**config.mk**
```make
export PLATFORM = sky130hd
export DESIGN_NAME = i2c_req_arbiter
export DESIGN_NICKNAME = d
export VERILOG_FILES = /design/src/rtl/i2c_req_arbiter.sv
export SDC_FILE = /design/constraint.sdc
export NUM_CORES = 1
export LEC_CHECK = 0
export ABC_CLOCK_PERIOD_IN_PS = 1760
export CAP_MARGIN = 20
export CORE_UTILIZATION = 41
export DETAILED_ROUTE_END_ITERATION = 10
export MAX_ROUTING_LAYER = met4
export PLACE_DENSITY = 0.84
export SLEW_MARGIN = 20
export SYNTH_ARGS = -nofsm -noshare
export SYNTH_HDL_FRONTEND = slang
export SYNTH_SLANG_ARGS = --single-unit
```
**constraint.sdc**
```tcl
create_clock -name clk_i -period 1.76 [get_ports clk_i]
set_input_delay 0.44 -clock clk_i [delete_from_list [all_inputs] [get_ports clk_i]]
set_output_delay 0.44 -clock clk_i [all_outputs]
set_load 0.005 [all_outputs]
```
**src/rtl/i2c_req_arbiter.sv**
```systemverilog
// Round-robin arbiter that shares one I2C master byte engine among NUM_REQ command sources.
// Each grant launches one engine transaction under a watchdog and routes the response back.
module i2c_req_arbiter #(
  parameter int unsigned NUM_REQ     = 2,
  parameter int unsigned TIMEOUT_CYC = 4096
) (
  input  logic                   clk_i,
  input  logic                   rst_i,
  input  logic [NUM_REQ-1:0]     req_valid_i,
  output logic [NUM_REQ-1:0]     req_ready_o,
  input  logic [7*NUM_REQ-1:0]   req_addr_i,
  input  logic [NUM_REQ-1:0]     req_rw_i,
  input  logic [8*NUM_REQ-1:0]   req_wdata_i,
  output logic [NUM_REQ-1:0]     rsp_valid_o,
  output logic [7:0]             rsp_rdata_o,
  output logic                   rsp_nack_o,
  output logic                   rsp_timeout_o,
  output logic [NUM_REQ-1:0]     grant_o,
  output logic                   mst_start_o,
  output logic [6:0]             mst_addr_o,
  output logic                   mst_rw_o,
  output logic [7:0]             mst_wdata_o,
  output logic                   mst_abort_o,
  input  logic                   mst_done_i,
  input  logic [7:0]             mst_rdata_i,
  input  logic                   mst_nack_i
);

  localparam int unsigned PTR_W = (NUM_REQ > 1) ? $clog2(NUM_REQ) : 1;
  localparam int unsigned CNT_W = $clog2(TIMEOUT_CYC);

  typedef enum logic [2:0] {
    S_IDLE   = 3'd0,
    S_LAUNCH = 3'd1,
    S_WAIT   = 3'd2,
    S_ABORT  = 3'd3,
    S_RESP   = 3'd4
  } state_t;

  state_t             r_state;
  logic [PTR_W-1:0]   r_ptr;
  logic [CNT_W-1:0]   r_cnt;
  logic [PTR_W-1:0]   w_cand [NUM_REQ];
  logic [PTR_W-1:0]   w_sel;
  logic               w_any;

  // Candidate order starts at the round-robin pointer and wraps
  always_comb begin
    for (int i = 0; i < int'(NUM_REQ); i++) begin
      w_cand[i] = PTR_W'((int'(r_ptr) + i) % int'(NUM_REQ));
    end
  end

  always_comb begin
    w_any = 1'b0;
    w_sel = '0;
    for (int i = 0; i < int'(NUM_REQ); i++) begin
      if (!w_any && req_valid_i[w_cand[i]]) begin
        w_any = 1'b1;
        w_sel = w_cand[i];
      end
    end
  end

  always_comb begin
    req_ready_o = '0;
    if (!rst_i && r_state == S_IDLE && w_any) begin
      req_ready_o[w_sel] = 1'b1;
    end
  end

  always_ff @(posedge clk_i) begin
    if (rst_i) begin
      r_state       <= S_IDLE;
      r_ptr         <= '0;
      r_cnt         <= '0;
      rsp_valid_o   <= '0;
      rsp_rdata_o   <= '0;
      rsp_nack_o    <= 1'b0;
      rsp_timeout_o <= 1'b0;
      grant_o       <= '0;
      mst_start_o   <= 1'b0;
      mst_addr_o    <= '0;
      mst_rw_o      <= 1'b0;
      mst_wdata_o   <= '0;
      mst_abort_o   <= 1'b0;
    end else begin
      case (r_state)
        S_IDLE: begin
          if (w_any) begin
            mst_addr_o  <= req_addr_i[int'(w_sel)*7 +: 7];
            mst_rw_o    <= req_rw_i[w_sel];
            mst_wdata_o <= req_wdata_i[int'(w_sel)*8 +: 8];
            mst_start_o <= 1'b1;
            grant_o     <= req_ready_o;
            r_ptr       <= (w_sel == PTR_W'(NUM_REQ - 1)) ? '0 : w_sel + PTR_W'(1);
            r_state     <= S_LAUNCH;
          end
        end
        S_LAUNCH: begin
          mst_start_o <= 1'b0;
          r_cnt       <= '0;
          r_state     <= S_WAIT;
        end
        S_WAIT: begin
          r_cnt <= r_cnt + CNT_W'(1);
          // Completion takes priority over a watchdog expiry in the same cycle
          if (mst_done_i) begin
            rsp_rdata_o   <= mst_rw_o ? mst_rdata_i : 8'h00;
            rsp_nack_o    <= mst_nack_i;
            rsp_timeout_o <= 1'b0;
            rsp_valid_o   <= grant_o;
            r_state       <= S_RESP;
          end else if (r_cnt == CNT_W'(TIMEOUT_CYC - 1)) begin
            mst_abort_o <= 1'b1;
            r_state     <= S_ABORT;
          end
        end
        S_ABORT: begin
          mst_abort_o   <= 1'b0;
          rsp_rdata_o   <= 8'h00;
          rsp_nack_o    <= 1'b0;
          rsp_timeout_o <= 1'b1;
          rsp_valid_o   <= grant_o;
          r_state       <= S_RESP;
        end
        S_RESP: begin
          rsp_valid_o <= '0;
          grant_o     <= '0;
          r_state     <= S_IDLE;
        end
        default: r_state <= S_IDLE;
      endcase
    end
  end

endmodule

```
# Word-level counts from Yosys, hierarchy flattened
# Index checks and enable logic that the tools add are counted.
[word_totals] in_bits=46 out_inout_bits=34 regBits=48 latch_bits=0 word_cells=87 ramBits=0 memories=0 romBits=0
[op_classes] n_shift=2 multipliers=1 add_sub_neg=3 div=0 reduce_logical=19 bitwise=0 n_eq_ne=10 magnitude_cmp=4 mux=35
[op_table] operator="$pmux 12 s2" count=1
[op_table] operator="$mux 1" count=17
[op_table] operator="$mux 8" count=2
[op_table] operator="$pmux 8 s2" count=1
[op_table] operator="$shiftx 16x5->8" count=1
[op_table] operator="$shiftx 14x5->7" count=1
[op_table] operator="$add 12x1->12 const B" count=1
[op_table] operator="$eq 12x12->1 const B" count=1
[op_table] operator="$pmux 3 s4" count=1
[op_table] operator="$reduce_and 2->1" count=6
[op_table] operator="$mux 3" count=3
[op_table] operator="$ne 2x2->1 const B" count=4
[op_table] operator="$pmux 1 s2" count=4
[op_table] operator="$reduce_bool 2->1" count=4
[op_table] operator="$eq 3x2->1 const B" count=2
[op_table] operator="$lt 1x2->1 const B" count=3
[op_table] operator="$mux 2" count=3
[op_table] operator="$pmux 2 s3" count=1
[op_table] operator="$logic_and 1x1->1" count=4
[op_table] operator="$mul 1x3->4 const B" count=1
[op_table] operator="$pmux 2 s2" count=1
[op_table] operator="$eq 3x1->1 const B" count=1
[op_table] operator="$eq 3x3->1 const B" count=1
[op_table] operator="$logic_not 3->1" count=1
[op_table] operator="other kinds (7)" count=9

# Longest topological paths before layout
# Gate-level depths: netlist of run 1.
[logic_depth] word_depth=13 ltp_mapped=7 depth_no_buf=5

# Worst setup path before layout of run 1
# No wires, ideal clock.
[synth_timing] path_kind="register to output" from="register r_state[0]" to="output req_ready_o[0]" t_required_ns=1.320 stages_incl_launch_ff=6 n_path_buf=2 arrival_ns=1.368 setup_slack_ns=-0.048 cell_sequence="dfxtp_1 > buf_2 > or2_1 > buf_6 > or3_1 > nor3b_1"
[synth_via] elab_chain_len=4
[synth_rtl] element="start: declaration" line_no="40" rtl="state_t r_state;"
[synth_rtl] element="start signal: assignment" line_no="74" rtl="r_state <= S_IDLE;"
[synth_rtl] element="start signal: assignment" line_no="97" rtl="r_state <= S_LAUNCH;"
[synth_rtl] element="start signal: assignment" line_no="103" rtl="r_state <= S_WAIT;"
[synth_rtl] element="$logic_not 3->1" line_no="67" rtl="if (!rst_i && r_state == S_IDLE && w_any) begin"
[synth_rtl] element="$logic_and 1x1->1 (2 in series)" line_no="67"
[synth_rtl] element="$mux 2" line_no="67"
[synth_rtl] element="end: declaration" line_no="10" rtl="output logic [NUM_REQ-1:0] req_ready_o,"
# Every way passes these cells.

# Worst setup path after layout of run 1
[layout_timing] from="register r_state[2]" to="output req_ready_o[0]"
# Same word-level chain as after synthesis.

==> results of run 1 <==
## where the power goes
group / internal, mW / switching [mW]
clock network: 0.422 / 0.372
logic: 0.383 / 0.306
registers: 1.16 / 0.0471
## worst register-to-register path, stage by stage, from the launching register on
cell and delay (ns):
dfxtp_1 0.42, and4_1 0.28, nand3_1 0.14, or3_1 0.37
a211oi_1 0.31
## cells by family after synthesis
group                    after synthesis  synth area share (%)
buffers and inverters                 24                  5.76
AND/OR/NAND/NOR                       98                  22.4
adder cells (fa/ha/maj)                1                 0.543
flip-flops                            48                  41.7
multiplexers                          21                  9.13
AO/OA/AOI/OAI                         60                  20.4
## sequential cells by signal, indices dropped and copies added, names as in the netlist
register and flops:
r_cnt 12, mst_wdata_o 8, rsp_rdata_o 8, mst_addr_o 7, r_state 3, grant_o 2, rsp_valid_o 2, mst_abort_o 1
mst_rw_o 1, mst_start_o 1, r_ptr 1, rsp_nack_o 1, rsp_timeout_o 1
## cell usage after synthesis (all sizes together), types with 3 or more instances
master	count
a22oi	7
nand3	7
clkbuf	11
nand4b	3
nand4	4
dfxtp	48
buf	10
o21ai	8
nand2	18
nand2b	6
a211oi	18
a21oi	12
or3	3
nor3	5
inv	3
nor2	38
o311ai	3
mux2i	21
a21o	3
and4	3
## repair_timing
| item | in CTS | in global routing |
|---|---|---|
| hold buffers | 0 | 0 |
| gates resized for setup | 13 | 0 |
| buffers inserted | 1 | 1 |
| endpoints found under the setup margin | 2 | 2 |
| pin swaps | 2 | 1 |
## area by class of cell
class | instances | area, um^2 | area share [%]
inverter | 3 | 11.3 | 0.334
multi-input combinational | 180 | 1230 | 36.4
clock buffer | 6 | 72.6 | 2.15
clock inverter | 2 | 35.0 | 1.04
sequential | 48 | 962 | 28.6
timing repair buffer | 104 | 973 | 28.9
tap | 70 | 87.6 | 2.60
## layer usage
| metal | wire length [um] | part of all wire (%) | up-vias |
|---|---|---|---|
| met2 | 3260 | 53 | 49 |
| met3 | 230 | 3.7 | 6 |
| met4 | 70 | 1.1 | 0 |
| met1 | 2590 | 42 | 1061 |
| li1 | - | - | 1090 |
| met5 | 0 | 0 | - |
## through the flow
stage | area (um^2) | TNS [ns] | setup WS, ns | power, mW
5_1_grt | 3370 | -0.544 | -0.299 | 2.82
6_report | 3370 | -0.395 | -0.236 | 2.69
3_3_place_gp | 3250 | -4.05 | -0.782 | 1.90
3_5_place_dp | 3250 | -4.95 | -0.817 | 1.91
4_1_cts | 3360 | -0.480 | -0.242 | 2.71
2_1_floorplan | 2310 | -0.0235 | -0.0122 | 1.57
## worst min-delay path by stage
stage	startpoint	cells after the start	endpoint	slack (ns)
global placement	mst_abort_o	2	mst_abort_o	0.44
detailed placement	mst_abort_o	2	mst_abort_o	0.44
CTS	mst_abort_o	2	mst_abort_o	0.46
finish	mst_abort_o	2	mst_abort_o	0.45
global route	mst_abort_o	2	mst_abort_o	0.48
floorplan	mst_abort_o	2	mst_abort_o	0.44
==> impl_metrics.ini, run 1 <==
[power]
power.density_mw_per_mm2 = 799
peakVddDrop_v = 0.000441
leakage_nw = 1.30

[run_status]
status = finished with violations
violations = negative setup slack

[sta]
fin_ws_ns = -0.236
finalClockSkew_ns = 0.0141
hold_slack_ns = 0.453
hold_violations = 0
grt_setup_unrepaired = true
fin_crit_sh_pct = 113
tightest_slew_ns = 0.355
fin_crit_ns = 2.00
slew_viol_final = 0
relSlewSlack_pct = 76.0
finalSetupViolCount = 2
max_freq_mhz = 501

[cts]
cts_tree = built
clock-root-buffer = clkbuf_8
insertion_delay_ns = 0.30
htreeDepth = 2
clk_pin_slew_ns = 0.09
numClockSinks = 48
clockBufferDepth = 2
numCtsBuffers = 5

[synthesis]
synth_area_mm2 = 0.00230
synth_nets = 299
synth_top_area_share_pct = 41.7
syn_inst = 252
synthTopCellsByArea = dfxtp_1 (42%), mux2i_1 (9.1%), a211oi_2 (6.5%), nor2_1 (5.9%), nand2_1 (2.9%)
ys_seq_area_share_pct = 41.7
synthFlopType = dfxtp_1
postSynth.asyncResetShare_pct = 0
ys_ff_latch = 48
ys_types = 44
yosysTopAreaCell = dfxtp_1
ys.warnings.count = 0
syn_avg_cell_area_um2 = 9.14
synth_edf_count = 0

[finish]
final_cells = 413
nNetsFinal = 389
postLayoutCoreUtil_pct = 63.9
layout-drive-gt1-share_pct = 16.9
area_growth_pct = 46.4
antenna_cells = 0
final_common_cell = clkdlybuf4s50_1
final_cell_mix = clkdlybuf4s50_1 (74), dfxtp_1 (47), nor2_1 (36), buf_4 (24), mux2i_1 (21)
nFillCells = 440

[grt]
grt_start_max_net_pins = 33
use_met3_pct = 3.10
use_met1_pct = 25.9
grt.overflow.total = 0
antenna_found_initial = 0
grt_first_pass_wirelength_mm = 10.3
grt.busiest_layer = met2
use_met2_pct = 38.8
grtUsageTotal_pct = 22.3
grt_pass1_vias = 2157

[drt]
ant_nets = 0
wl_mm = 6.14
viasPerCell = 5.34
drc = 0
firstDrtPassIters = 4
wire_per_inst_um = 14.9
vias = 2206
dr.first_iter.drc_count = 148

[setup_path]
cp-start-kind = flip-flop
cp-endpoint = req_ready_o[0]
max_stage_delay_ns = 0.40
timing.rr.end = r_state[0]
cp-startpoint = r_state[2]
worst-path-stages = 4
path_class = reg2out
critPathArrivalTime_ns = 1.56
reg2reg_slack_ns = 0.14
critPathMaxFanout = 3
cp-end-kind = output port
path_buf_inv = 1
worstPathCellList = or2_1 -> or3_4 -> nor3b_2 -> buf_2
critPathSlowestCell = or3_4
r2r_cells = 4
cp.required_ns = 1.32
path_delay_family = simple AND/OR/NAND/NOR gates
rr_startpoint = r_cnt[7]

[die]
io_pins = 80
fp-row-count = 26
die_area_mm2 = 0.00592
start_util_pct = 43.7
die_w_um = 76.9
core_area_mm2 = 0.00527
dieHeight_um = 76.9

[run]
cap_violations = 0

[place]
globalplace.congestion = 0.861
dp_hpwl_mm = 4.47
port_buffers = 79
dp.cells = 403

[hold_path]
hp-class = reg2reg
Note: power is estimated with default switching activity, not from simulation.
==> run 2: changes to the inputs <==
--- a/config.mk
+++ b/config.mk
@@ -5,12 +5,14 @@
 export SDC_FILE = /design/constraint.sdc
 export NUM_CORES = 1
 export LEC_CHECK = 0
-export ABC_CLOCK_PERIOD_IN_PS = 1760
+export ABC_CLOCK_PERIOD_IN_PS = 2100
 export CAP_MARGIN = 20
-export CORE_UTILIZATION = 41
+export CORE_UTILIZATION = 45
+export CTS_CLUSTER_DIAMETER = 60
+export CTS_CLUSTER_SIZE = 25
 export DETAILED_ROUTE_END_ITERATION = 10
 export MAX_ROUTING_LAYER = met4
-export PLACE_DENSITY = 0.84
+export PLACE_DENSITY = 0.87
 export SLEW_MARGIN = 20
 export SYNTH_ARGS = -nofsm -noshare
 export SYNTH_HDL_FRONTEND = slang
==> constraint.sdc (replaced) <==
create_clock -name clk_i -period 2.1 [get_ports clk_i]
set_input_delay 0.525 -clock clk_i [delete_from_list [all_inputs] [get_ports clk_i]]
set_output_delay 0.525 -clock clk_i [all_outputs]
set_load 0.005 [all_outputs]
==> run 2 against run 1 <==
Global-route usage grew 3.3 points. Largest power group unchanged. Cell area shrank 1.7%. Critical endpoint unchanged. The flow now finishes without violations. Register-to-register slack gained 0.23 ns.
==> impl_metrics.ini, run 2 (synthesized netlist as in run 1, its figures left out) <==
[run_status]
status = finished, final reports clean

[sta]
relSlewSlack_pct = 72.7
hold_violations = 0
hold_slack_ns = 0.456
fin_crit_ns = 2.04
finalClockSkew_ns = 0.00633
fin_crit_sh_pct = 97.3
grt_setup_unrepaired = true
setup_tns_ns = 0
slew_viol_final = 0
finalSetupViolCount = 0
max_freq_mhz = 490
tightest_slew_ns = 0.410

[finish]
area_growth_pct = 43.8
final_common_cell = clkdlybuf4s50_1
postLayoutCoreUtil_pct = 68.7
antenna_cells = 0
nNetsFinal = 382
top_register = r_cnt
reg_top3 = r_cnt x12, mst_wdata_o x8, rsp_rdata_o x8
final_cell_mix = clkdlybuf4s50_1 (74), dfxtp_1 (48), nor2_1 (35), mux2i_1 (21)
largest_reg_flops = 12
layout-drive-gt1-share_pct = 15.5

[setup_path]
path_class = reg2out
rr_startpoint = r_state[2]
critPathArrivalTime_ns = 1.52
cp-end-kind = output port
cp-startpoint = r_state[2]
cp-start-kind = flip-flop
r2r_cells = 7
cp.required_ns = 1.57
critPathMaxFanout = 3

[drt]
wl_mm = 6.30
ant_nets = 0
drc = 0
firstDrtPassIters = 4
wire_per_inst_um = 15.6
vias = 2249
dr.first_iter.drc_count = 120
viasPerCell = 5.58

[place]
globalplace.congestion = 0.844
port_buffers = 79
dp_hpwl_mm = 4.47

[die]
core_area_mm2 = 0.00482
die_w_um = 73.5
start_util_pct = 47.8
io_pins = 80
fp-row-count = 25
die_area_mm2 = 0.00541
dieHeight_um = 73.5

[hold_path]
worstHoldStart = mst_abort_o
hold_depth = 2
hp-class = reg2reg

[power]
peakVddDrop_v = 0.000507
leakage_nw = 1.27
power_mw = 2.27
power.density_mw_per_mm2 = 687

[run]
cap_violations = 0

[cts]
numClockSinks = 48
clk_pin_slew_ns = 0.09
cts_hold_buffers = 0
numCtsBuffers = 5
clockBufferDepth = 2
clock-root-buffer = clkbuf_8
cts_tree = built
htreeDepth = 2
insertion_delay_ns = 0.31

[grt]
grt_first_pass_wirelength_mm = 10.2
antenna_found_initial = 0
grt_start_max_net_pins = 39
grt_pass1_vias = 2172
grt.overflow.total = 0
grtUsageTotal_pct = 25.6
-- run 2: area by class of cell --
type                            instances  area [um^2]
Fill cell                             373         1510
Clock inverter                          3         47.5
Sequential cell                        48          961
Clock buffer                            5         68.8
Inverter                                3         11.3
Timing Repair Buffer                   97          908
Tap cell                               67         83.8
Multi-Input combinational cell        180         1230
-- run 2: critical path, stage by stage (launching register included) --
cell and delay, ns:
dfxtp_1 0.32, or2_1 0.24, or3_4 0.37, nor3b_2 0.15
buf_2 0.12
-- run 2: where the power goes --
| group | internal [mW] | leakage (nW) | switching (mW) |
|---|---|---|---|
| Combinational | 0.305 | 0.816 | 0.266 |
| Sequential | 0.973 | 0.392 | 0.0388 |
| Clock | 0.359 | 0.0583 | 0.332 |
-- run 2: worst paths after layout --
| kind | end | slack [ns] |
|---|---|---|
| setup / recovery | req_ready_o[0] | 0.06 |
| hold / removal | mst_abort_o | 0.46 |
| setup reg to reg | mst_addr_o[6] | 0.37 |
| hold reg to reg | mst_abort_o | 0.46 |
-- run 2: timing repair --
item | 4_1_cts | 5_1_grt
gates resized for setup | 14 | 0
endpoints found under the hold margin | 0 | 0
pin swaps | 2 | 1
setup buffers | 0 | 1
endpoints found under the setup margin | 2 | 2
-- run 2: metrics by stage --
stage	instances	area [um^2]	setup slack, ns
2_1_floorplan	252	2300	0.207
3_3_place_gp	394	3180	-0.561
3_5_place_dp	394	3180	-0.627
4_1_cts	402	3300	0.0184
5_1_grt	403	3310	-0.0156
6_report	403	3310	0.0572
-- run 2: routing by layer --
| layer | vias to the layer above | global-route usage (%) | wire (um) |
|---|---|---|---|
| met5 | - | - | 0 |
| met4 | 0 | 9.62 | 136 |
| met3 | 14 | 6.58 | 337 |
| met2 | 75 | 41.8 | 3150 |
| met1 | 1088 | 30.3 | 2680 |
| li1 | 1072 | - | - |
